**config.mk**
```make
export PLATFORM = sky130hd
export DESIGN_NAME = aha_sif_sram_bridge
export DESIGN_NICKNAME = d
export VERILOG_FILES = /design/src/rtl/aha_sif_sram_bridge.sv
export SDC_FILE = /design/constraint.sdc
export NUM_CORES = 1
export LEC_CHECK = 0
export ABC_CLOCK_PERIOD_IN_PS = 3900
export CELL_PAD_IN_SITES_DETAIL_PLACEMENT = 2
export CELL_PAD_IN_SITES_GLOBAL_PLACEMENT = 2
export CORE_ASPECT_RATIO = 0.6
export CORE_UTILIZATION = 25
export DETAILED_ROUTE_END_ITERATION = 10
export GPL_ROUTABILITY_DRIVEN = 0
export PLACE_DENSITY = 0.82
export SKIP_LAST_GASP = 1
export SYNTH_ARGS = -nofsm -noshare
export SYNTH_HDL_FRONTEND = slang
export SYNTH_SLANG_ARGS = --single-unit
```
**constraint.sdc**
```tcl
create_clock -name ACLK -period 3.9 [get_ports ACLK]
set_clock_uncertainty 0.05 [all_clocks]
set_input_delay 0.39 -clock ACLK [delete_from_list [all_inputs] [get_ports ACLK]]
set_output_delay 0.39 -clock ACLK [all_outputs]
set_load 0.1 [all_outputs]
```
**src/rtl/aha_sif_sram_bridge.sv**
```systemverilog
// aha_sif_sram_bridge
// SIF slave that turns registered write/read strobes into accesses on a
// single-port, fixed-latency, 64-bit synchronous SRAM. Writes win the port,
// losing reads wait in a small in-order queue, and read data comes back in
// acceptance order as a one-cycle SIF_RD_VALID pulse.
//
// Ports:
//   ACLK, ARESETn          clock, asynchronous active-low reset
//   SIF_WR_*               write strobe, byte address, byte enables, data
//   SIF_RD_EN/ADDR         read request strobe and byte address
//   SIF_RD_DATA/VALID      read return (data held until the next valid)
//   MEM_*                  SRAM port (CE, WE, word address, bit mask, data)
//   RD_OVERFLOW            sticky: a read was dropped on a full queue
module aha_sif_sram_bridge #(
  parameter int ADDR_WIDTH  = 16,
  parameter int RD_LATENCY  = 1,
  parameter int QUEUE_DEPTH = 4
) (
  input  logic                  ACLK,
  input  logic                  ARESETn,
  input  logic [31:0]           SIF_WR_ADDR,
  input  logic                  SIF_WR_EN,
  input  logic [7:0]            SIF_WR_STRB,
  input  logic [63:0]           SIF_WR_DATA,
  input  logic [31:0]           SIF_RD_ADDR,
  input  logic                  SIF_RD_EN,
  output logic [63:0]           SIF_RD_DATA,
  output logic                  SIF_RD_VALID,
  output logic                  MEM_CE,
  output logic                  MEM_WE,
  output logic [ADDR_WIDTH-1:0] MEM_ADDR,
  output logic [63:0]           MEM_WMASK,
  output logic [63:0]           MEM_WDATA,
  input  logic [63:0]           MEM_RDATA,
  output logic                  RD_OVERFLOW
);

  localparam int              PTR_W    = $clog2(QUEUE_DEPTH);
  localparam logic [PTR_W:0]  FULL_CNT = (PTR_W+1)'(QUEUE_DEPTH);

  logic [ADDR_WIDTH-1:0] q_mem_q [QUEUE_DEPTH];
  logic [ADDR_WIDTH-1:0] q_mem_d [QUEUE_DEPTH];
  logic [PTR_W-1:0]      rd_ptr_q, rd_ptr_d, wr_ptr_q, wr_ptr_d;
  logic [PTR_W:0]        count_q, count_d;
  logic [RD_LATENCY-1:0] tok_q, tok_d;
  logic [63:0]           rd_data_q, rd_data_d;
  logic                  rd_valid_q, rd_valid_d;
  logic                  overflow_q, overflow_d;
  logic [ADDR_WIDTH-1:0] last_addr_q, last_addr_d;
  logic [63:0]           last_wdata_q, last_wdata_d;
  logic [63:0]           last_wmask_q, last_wmask_d;

  logic [ADDR_WIDTH-1:0] wr_word, rd_word;
  logic [63:0]           strb_mask;
  logic                  wr_go, ce, we, rd_issue, pop, push, drop;

  // Byte-offset and high address bits are ignored by design.
  logic unused_addr_bits;
  assign unused_addr_bits = ^{SIF_WR_ADDR, SIF_RD_ADDR};

  assign wr_word = SIF_WR_ADDR[ADDR_WIDTH+2:3];
  assign rd_word = SIF_RD_ADDR[ADDR_WIDTH+2:3];
  assign wr_go   = SIF_WR_EN && (SIF_WR_STRB != '0);

  always_comb begin
    strb_mask = '0;
    for (int unsigned i = 0; i < 8; i++) begin
      strb_mask[i*8 +: 8] = {8{SIF_WR_STRB[i]}};
    end
  end

  // Port arbitration: write, then queue head, then bypassing read. When the
  // port is idle the address/data/mask outputs replay the last access.
  always_comb begin
    ce           = 1'b0;
    we           = 1'b0;
    rd_issue     = 1'b0;
    pop          = 1'b0;
    push         = 1'b0;
    last_addr_d  = last_addr_q;
    last_wdata_d = last_wdata_q;
    last_wmask_d = last_wmask_q;
    if (wr_go) begin
      ce           = 1'b1;
      we           = 1'b1;
      last_addr_d  = wr_word;
      last_wdata_d = SIF_WR_DATA;
      last_wmask_d = strb_mask;
      push         = SIF_RD_EN;
    end else if (count_q != '0) begin
      ce          = 1'b1;
      rd_issue    = 1'b1;
      pop         = 1'b1;
      last_addr_d = q_mem_q[rd_ptr_q];
      push        = SIF_RD_EN;
    end else if (SIF_RD_EN) begin
      ce          = 1'b1;
      rd_issue    = 1'b1;
      last_addr_d = rd_word;
    end
    // A simultaneous pop frees the slot, so a full queue only drops without one.
    drop = push && (count_q == FULL_CNT) && !pop;
  end

  always_comb begin
    q_mem_d  = q_mem_q;
    wr_ptr_d = wr_ptr_q;
    rd_ptr_d = rd_ptr_q;
    count_d  = count_q;
    if (push && !drop) begin
      q_mem_d[wr_ptr_q] = rd_word;
      wr_ptr_d          = wr_ptr_q + PTR_W'(1);
      count_d           = count_d + (PTR_W+1)'(1);
    end
    if (pop) begin
      rd_ptr_d = rd_ptr_q + PTR_W'(1);
      count_d  = count_d - (PTR_W+1)'(1);
    end
    overflow_d = overflow_q | drop;
  end

  // Token delay line: tok_q[RD_LATENCY-1] marks the cycle MEM_RDATA is valid.
  always_comb begin
    tok_d    = '0;
    tok_d[0] = rd_issue;
    for (int unsigned i = 1; i < RD_LATENCY; i++) begin
      tok_d[i] = tok_q[i-1];
    end
    rd_valid_d = tok_q[RD_LATENCY-1];
    rd_data_d  = tok_q[RD_LATENCY-1] ? MEM_RDATA : rd_data_q;
  end

  always_ff @(posedge ACLK or negedge ARESETn) begin
    if (!ARESETn) begin
      for (int unsigned i = 0; i < QUEUE_DEPTH; i++) q_mem_q[i] <= '0;
      rd_ptr_q     <= '0;
      wr_ptr_q     <= '0;
      count_q      <= '0;
      tok_q        <= '0;
      rd_data_q    <= '0;
      rd_valid_q   <= 1'b0;
      overflow_q   <= 1'b0;
      last_addr_q  <= '0;
      last_wdata_q <= '0;
      last_wmask_q <= '0;
    end else begin
      q_mem_q      <= q_mem_d;
      rd_ptr_q     <= rd_ptr_d;
      wr_ptr_q     <= wr_ptr_d;
      count_q      <= count_d;
      tok_q        <= tok_d;
      rd_data_q    <= rd_data_d;
      rd_valid_q   <= rd_valid_d;
      overflow_q   <= overflow_d;
      last_addr_q  <= last_addr_d;
      last_wdata_q <= last_wdata_d;
      last_wmask_q <= last_wmask_d;
    end
  end

  // Strobes are gated directly by reset so the SRAM sees no access while held.
  assign MEM_CE       = ce & ARESETn;
  assign MEM_WE       = we & ARESETn;
  assign MEM_ADDR     = last_addr_d;
  assign MEM_WDATA    = last_wdata_d;
  assign MEM_WMASK    = last_wmask_d;
  assign SIF_RD_DATA  = rd_data_q;
  assign SIF_RD_VALID = rd_valid_q;
  assign RD_OVERFLOW  = overflow_q;

endmodule

```
==> results of run 1 <==
==> area by class of cell <==
class                           instances  share of cell area [%]
Antenna cell                            1                 0.01334
Inverter                               42                  0.8406
Sequential cell                       282                   37.63
Clock inverter                         13                   1.127
Tap cell                              620                   4.136
Multi-Input combinational cell        681                   22.31
Clock buffer                           41                   4.543
Timing Repair Buffer                  405                   29.39
==> cells in the final DEF (no fill, tap or decap), drive strengths merged, types with 7 or more instances in the layout <==
| cell type | n |
|---|---|
| mux2 | 65 |
| o21ai | 18 |
| o31ai | 17 |
| nor2 | 18 |
| inv | 38 |
| a21oi | 18 |
| ha | 7 |
| clkbuf | 41 |
| clkinv | 8 |
| dfrtp | 282 |
| buf | 169 |
| o32ai | 64 |
| nand2 | 418 |
| mux4 | 16 |
| clkdlybuf4s50 | 235 |
==> flip-flops by register name (all words and copies together) (netlist names) <==
register and flops:
rd_ptr_q 2, SIF_RD_DATA 64, last_wdata_q 64, q_mem_q 64, RD_OVERFLOW 1, last_wmask_q 64, SIF_RD_VALID 1, last_addr_q 16
wr_ptr_q 2, count_q 3, rd_valid_d 1
==> worst max-delay path: cells and delay by family (launching register included) <==
family	cells	cell delay [ns]
AND/OR/NAND/NOR	2	0.30
adder cells (fa/ha/maj)	1	0.32
flip-flops	1	0.38
buffers and inverters	4	0.96
AO/OA/AOI/OAI	1	0.41
==> where the power goes <==
group	switching, W	internal (W)	total [W]	leakage [nW]
Sequential	0.000483	0.00361	0.00410	3.43
Combinational	0.00457	0.00216	0.00673	4.49
Clock	0.00128	0.00186	0.00314	0.509
Total	0.00634	0.00763	0.0140	8.43
==> cells by family (layout without fill, tap and decap cells) <==
family / count (synthesis) / count (layout) / share of synthesized area [%]
adder cells (fa/ha/maj): 7 / 7 / 0.7555
AND/OR/NAND/NOR: 451 / 451 / 15.02
flip-flops: 282 / 282 / 60.87
buffers and inverters: 109 / 501 / 3.896
AO/OA/AOI/OAI: 135 / 135 / 9.487
multiplexers: 82 / 82 / 9.509
other: 0 / 1 / 0
XOR/XNOR: 6 / 6 / 0.4533
==> per-layer routing <==
layer	global-route usage (%)	part of all wire (%)	wire [µm]
met3	4.776	6.6	3133
met4	4.989	2.5	1199
met1	23.92	40	18670
met5	0	0.042	20
met2	35.03	51	24100
==> final timing paths <==
kind / cells past startpoint / endpoint
max in group asynchronous: 3 / last_wmask_q[7]$_DFF_PN0_
min in group ACLK: 3 / last_wdata_q[50]$_DFF_PN0_
setup / recovery: 8 / MEM_ADDR[7]
setup reg to reg: 8 / wr_ptr_q[1]$_DFFE_PN0N_
hold / removal: 2 / last_wdata_q[27]$_DFF_PN0_
hold reg to reg: 1 / RD_OVERFLOW$_DFF_PN0_
==> through the flow <==
stage / total power, W / cell area [µm²] / util [%] / setup TNS, ns
after global routing: 0.01452 / 18750 / 41.43 / 0
after global placement: 0.01057 / 17680 / 39.05 / 0
after CTS: 0.01412 / 18750 / 41.43 / 0
final: 0.01397 / 18760 / 41.43 / 0
after detailed placement: 0.01085 / 17680 / 39.05 / 0
after floorplan: 0.008450 / 11660 / - / -1.541
==> what timing repair did <==
item,in CTS,in global routing
hold endpoints to repair,55,0
hold buffers,1,0
gates resized for setup,0,0
==> results.py, run 1 <==
metrics = {
    "timing": {
        "fmax_mhz": 293.3,
        "rsz0062_at_grt": "no",
        "tightest_slew_ns": 1.101,
        "setup_violations": 0,
        "max_slew_margin_pct": 26.40,
        "final-max-slew-violation-count": 0,
        "min_period_ns": 3.409,
        "fin_hold_ws_ns": 0.2785,
        "min_period_over_period_pct": 87.41,
        "hold_viol": 0,
        "fin_ws_ns": 0.4909,
    },
    "clock_tree": {
        "clk_pin_slew_ns": 0.08,
        "cts_setup_buffers": 0,
        "htreeDepth": 1,
        "cts.path.max_buffers": 3,
        "root_buffer": "clkbuf_16",
        "clock-sinks": 282,
        "cts_tree": "yes",
        "insertion_delay_ns": 0.57,
        "numCtsBuffers": 30,
    },
    "pwr": {
        "ir_worst_vdd_v": 0.0004804,
        "p_leak_nw": 8.426,
        "power_density_nw_per_um2": 744.7,
    },
    "route": {
        "routedWlPerCell_um": 22.60,
        "drtPass1Iterations": 4,
        "drt_wl_total_mm": 47.13,
        "dr_total_vias": 9770,
        "drtIter0Drc": 532,
        "via_per_inst": 4.686,
        "drc": 0,
        "drtAntennaViolNets": 0,
    },
    "setup_path": {
        "crit_chain": "inv_1, ha_1, nor2b_2, buf_4, buf_4, nor2_1, o31ai_2, buf_12",
        "arrival_ns": 2.97,
        "cp.required_ns": 3.46,
        "crit_start": "count_q[0]$_DFF_PN0_",
        "slowest_stage": "o31ai_2",
        "worstSetupEndpointType": "output port",
        "slowest_delay_ns": 0.41,
        "path_max_fanout": 19,
        "critPathKind": "reg2out",
        "cpMostUsedCell": "buf_4",
        "start_kind": "flip-flop",
        "reg2reg_slack_ns": 1.01,
        "r2r_start": "count_q[0]$_DFF_PN0_",
    },
    "yosys": {
        "synth_cell_types": 44,
        "ys_seq_area_share_pct": 60.87,
        "synth_top_area_cell": "dfrtp_1",
        "synth_top_area_share_pct": 60.87,
        "synth_common_cells": "417 x nand2_1, 282 x dfrtp_1, 64 x mux2_2",
        "ys_top_cells_by_area": "dfrtp_1 61%, nand2_1 14%, mux2_2 6.2%",
        "yosysMostFrequentCell": "nand2_1",
        "synth_seq_cells": 282,
        "syn_inst": 1072,
        "yosys_warnings": 0,
        "ys_async_sr_fraction_pct": 100.0,
        "synth-edff-count": 0,
        "ys.flop_type": "dfrtp_1",
        "syn_area_um2": 11590,
        "synth_fp_nets": 1283,
        "syn_avg_cell_area_um2": 10.81,
    },
    "cells_and_area": {
        "nFillCells": 4567,
        "instances_no_fill": 2085,
        "area_growth_pct": 61.79,
        "layout-drive-gt1-share_pct": 22.47,
        "multiInputGateArea_um2": 4185,
        "final-seq-area_um2": 7058,
        "nets": 1653,
    },
    "die": {
        "die_width_um": 280.0,
        "fp.dieH_um": 168.8,
        "io_pins": 416,
        "core_um2": 45270,
        "die-area_um2": 47260,
        "initial_core_util_pct": 25.61,
        "row_count": 60,
    },
    "place": {
        "place_inst": 2029,
        "dp_hpwl_mm": 32.86,
        "dp_slack_ns": 0.6265,
        "io_buffers": 383,
    },
    "global_route": {
        "grtUsageTotal_pct": 19.73,
        "first_global_vias": 11380,
        "antenna_found_initial": 1,
        "grt_max_degree": 149,
        "grt_pass1_wl_mm": 71.47,
        "grt-ovfl-total": 0,
    },
    "run": {
        "maxCapViolations": 0,
    },
    "outcome": {
        "status": "complete, no violations",
    },
    "worst_hold_path": {
        "holdCritPathClass": "in2async",
    },
}
(Power assumes the default switching activity.)
==> run 2, diff against run 1 <==
--- a/config.mk
+++ b/config.mk
@@ -9,10 +9,10 @@
 export CELL_PAD_IN_SITES_DETAIL_PLACEMENT = 2
 export CELL_PAD_IN_SITES_GLOBAL_PLACEMENT = 2
 export CORE_ASPECT_RATIO = 0.6
-export CORE_UTILIZATION = 25
+export CORE_UTILIZATION = 29
 export DETAILED_ROUTE_END_ITERATION = 10
 export GPL_ROUTABILITY_DRIVEN = 0
-export PLACE_DENSITY = 0.82
+export PLACE_DENSITY = 0.92
 export SKIP_LAST_GASP = 1
 export SYNTH_ARGS = -nofsm -noshare
 export SYNTH_HDL_FRONTEND = slang
==> run 2 against run 1 <==
Effect of this change:
- sequential cell count did not move
- utilization grew 5.7 points
- non-clock buffer count is 5 higher
- wire length up 5.0%
- cell count decreased by 4.7%
- sequential share of layout area increased by 0.49 points
- worst setup slack worse by 0.26 ns
- sequential power increased by 1%
- first-iteration DRC count shrank 0.38%
- global-route usage rose by 4.5 points
- critical path depth fell by 1
- hold slack improved by 0.049 ns
==> results.py, run 2 (synthesis gave the netlist of run 1 again) <==
metrics = {
    "outcome": {
        "status": "complete, no violations",
    },
    "clock_tree": {
        "root_buffer": "clkbuf_16",
        "cts_tree": "yes",
        "insertion_delay_ns": 0.56,
        "clk_pin_slew_ns": 0.07,
        "numCtsBuffers": 29,
        "cts.path.max_buffers": 3,
        "clock-sinks": 282,
        "htreeDepth": 1,
        "cts_setup_buffers": 0,
    },
    "global_route": {
        "use_met1_pct": 28.77,
        "gr-usage-met2_pct": 43.81,
        "grt_max_degree": 145,
        "grtUsageMet3_pct": 5.313,
        "first_global_vias": 11470,
        "grt_pass1_wl_mm": 74.23,
        "antenna_found_initial": 0,
        "busiest_layer": "met2",
        "grt-ovfl-total": 0,
        "grtUsageTotal_pct": 24.19,
    },
    "die": {
        "io_pins": 416,
        "row_count": 56,
        "initial_core_util_pct": 29.54,
        "fp.dieH_um": 156.9,
        "die_width_um": 260.1,
        "die-area_um2": 40800,
        "core_um2": 39240,
    },
    "timing": {
        "fin_ws_ns": 0.2309,
        "fmax_mhz": 272.5,
        "tightest_slew_ns": 1.093,
        "final-max-slew-violation-count": 0,
        "max_slew_margin_pct": 26.93,
        "min_period_over_period_pct": 94.08,
        "hold_viol": 0,
        "rsz0062_at_grt": "no",
        "setup_violations": 0,
        "min_period_ns": 3.669,
    },
    "pwr": {
        "seqPwrFrac_pct": 30.2,
        "ir_worst_vdd_v": 0.0005111,
        "power.share.clock_pct": 20.4,
        "power_density_nw_per_um2": 739.4,
        "swShare_pct": 46.41,
        "internal_power_w": 0.007336,
        "p_total_w": 0.01369,
        "p_leak_nw": 8.391,
        "comb_power_share_pct": 49.4,
        "power_switching_w": 0.006352,
    },
    "cells_and_area": {
        "nets": 1657,
        "layout-drive-gt1-share_pct": 22.40,
        "postLayoutCoreUtil_pct": 47.18,
        "layout_commonest_cell": "nand2_1",
        "diodes": 0,
        "area_growth_pct": 59.70,
        "final_cell_mix": "417 x nand2_1, 281 x dfrtp_1, 235 x clkdlybuf4s50_1",
        "instances_no_fill": 1986,
    },
    "place": {
        "place_inst": 1936,
        "dp_hpwl_mm": 36.16,
        "io_buffers": 383,
        "dp_slack_ns": 0.4500,
    },
    "route": {
        "drc": 0,
        "via_per_inst": 4.989,
        "drtIter0Drc": 530,
        "routedWlPerCell_um": 24.91,
        "drtPass1Iterations": 5,
        "drtAntennaViolNets": 0,
        "drt_wl_total_mm": 49.48,
        "dr_total_vias": 9908,
    },
    "setup_path": {
        "critPathBufInv": 3,
        "crit_chain": "inv_1, ha_1, nor2b_2, buf_4, nor2_1, o31ai_1, buf_12",
        "slowest_stage": "o31ai_1",
        "start_kind": "flip-flop",
        "cp.required_ns": 3.46,
        "path_max_fanout": 29,
        "slowest_delay_ns": 0.53,
        "cpLargestDelayFamily": "buffers and inverters",
        "arrival_ns": 3.23,
        "critPathKind": "reg2out",
        "worstSetupEndpointType": "output port",
    },
    "worst_hold_path": {
        "holdCritPathClass": "in2async",
    },
    "run": {
        "maxCapViolations": 0,
    },
}
[run 2: layer usage]
layer | vias to the layer above | wire [µm]
li1 | 4348 | -
met1 | 5149 | 19290
met2 | 321 | 25990
met3 | 90 | 2845
met4 | 0 | 1358
met5 | - | 0
[run 2: path summary, 6_finish.rpt]
path	startpoint	endpoint	slack, ns	cells past startpoint
max	count_q[0]$_DFF_PN0_	MEM_ADDR[4]	0.23	7
min	ARESETn	last_wdata_q[25]$_DFF_PN0_	0.33	2
max reg2reg	count_q[0]$_DFF_PN0_	wr_ptr_q[1]$_DFFE_PN0N_	1.04	7
min reg2reg	RD_OVERFLOW$_DFF_PN0_	RD_OVERFLOW$_DFF_PN0_	0.43	1
max in group asynchronous	ARESETn	last_wmask_q[28]$_DFF_PN0_	2.15	3
min in group ACLK	MEM_RDATA[51]	SIF_RD_DATA[51]$_DFFE_PN0P_	0.39	2
[run 2: worst register-to-register path: stages, from the launching register on]
cell and delay (ns):
dfrtp_1 0.39, inv_1 0.16, ha_1 0.33, nor2b_2 0.44, nand2_1 0.16, o2111ai_4 0.14
buf_4 0.66, mux2_1 0.40
[run 2: metrics by stage]
stage / TNS [ns] / hold slack (ns) / cell area, µm²
finish: 0 / 0.3270 / 18510
floorplan: -1.541 / 0.04441 / 11660
CTS: 0 / 0.3292 / 18510
global route: 0 / 0.3559 / 18510
detailed placement: 0 / 0.3403 / 17580
global placement: 0 / 0.3332 / 17580
[run 2: power by group through the flow]
stage / clock network [W] / logic (W) / registers, W
final: 0.00279 / 0.00676 / 0.00414
after global routing: 0.00296 / 0.00704 / 0.00421
after CTS: 0.00286 / 0.00680 / 0.00414
after detailed placement: 0 / 0.00675 / 0.00417
after global placement: 0 / 0.00647 / 0.00405
after floorplan: 0 / 0.00332 / 0.00513
[run 2: layout make-up]
type	count	area (µm²)
Sequential cell	282	7058
Clock buffer	44	862.1
Clock inverter	5	53.80
Timing Repair Buffer	410	5538
Tap cell	522	653.1
Fill cell	3861	20720
Multi-Input combinational cell	681	4190
Inverter	42	157.7
[run 2: what timing repair did]
action / in CTS / in global routing
hold endpoints to repair: 63 / 0
hold buffers: 1 / 0
setup endpoints to repair: 0 / 1
gates resized for setup: 0 / 1
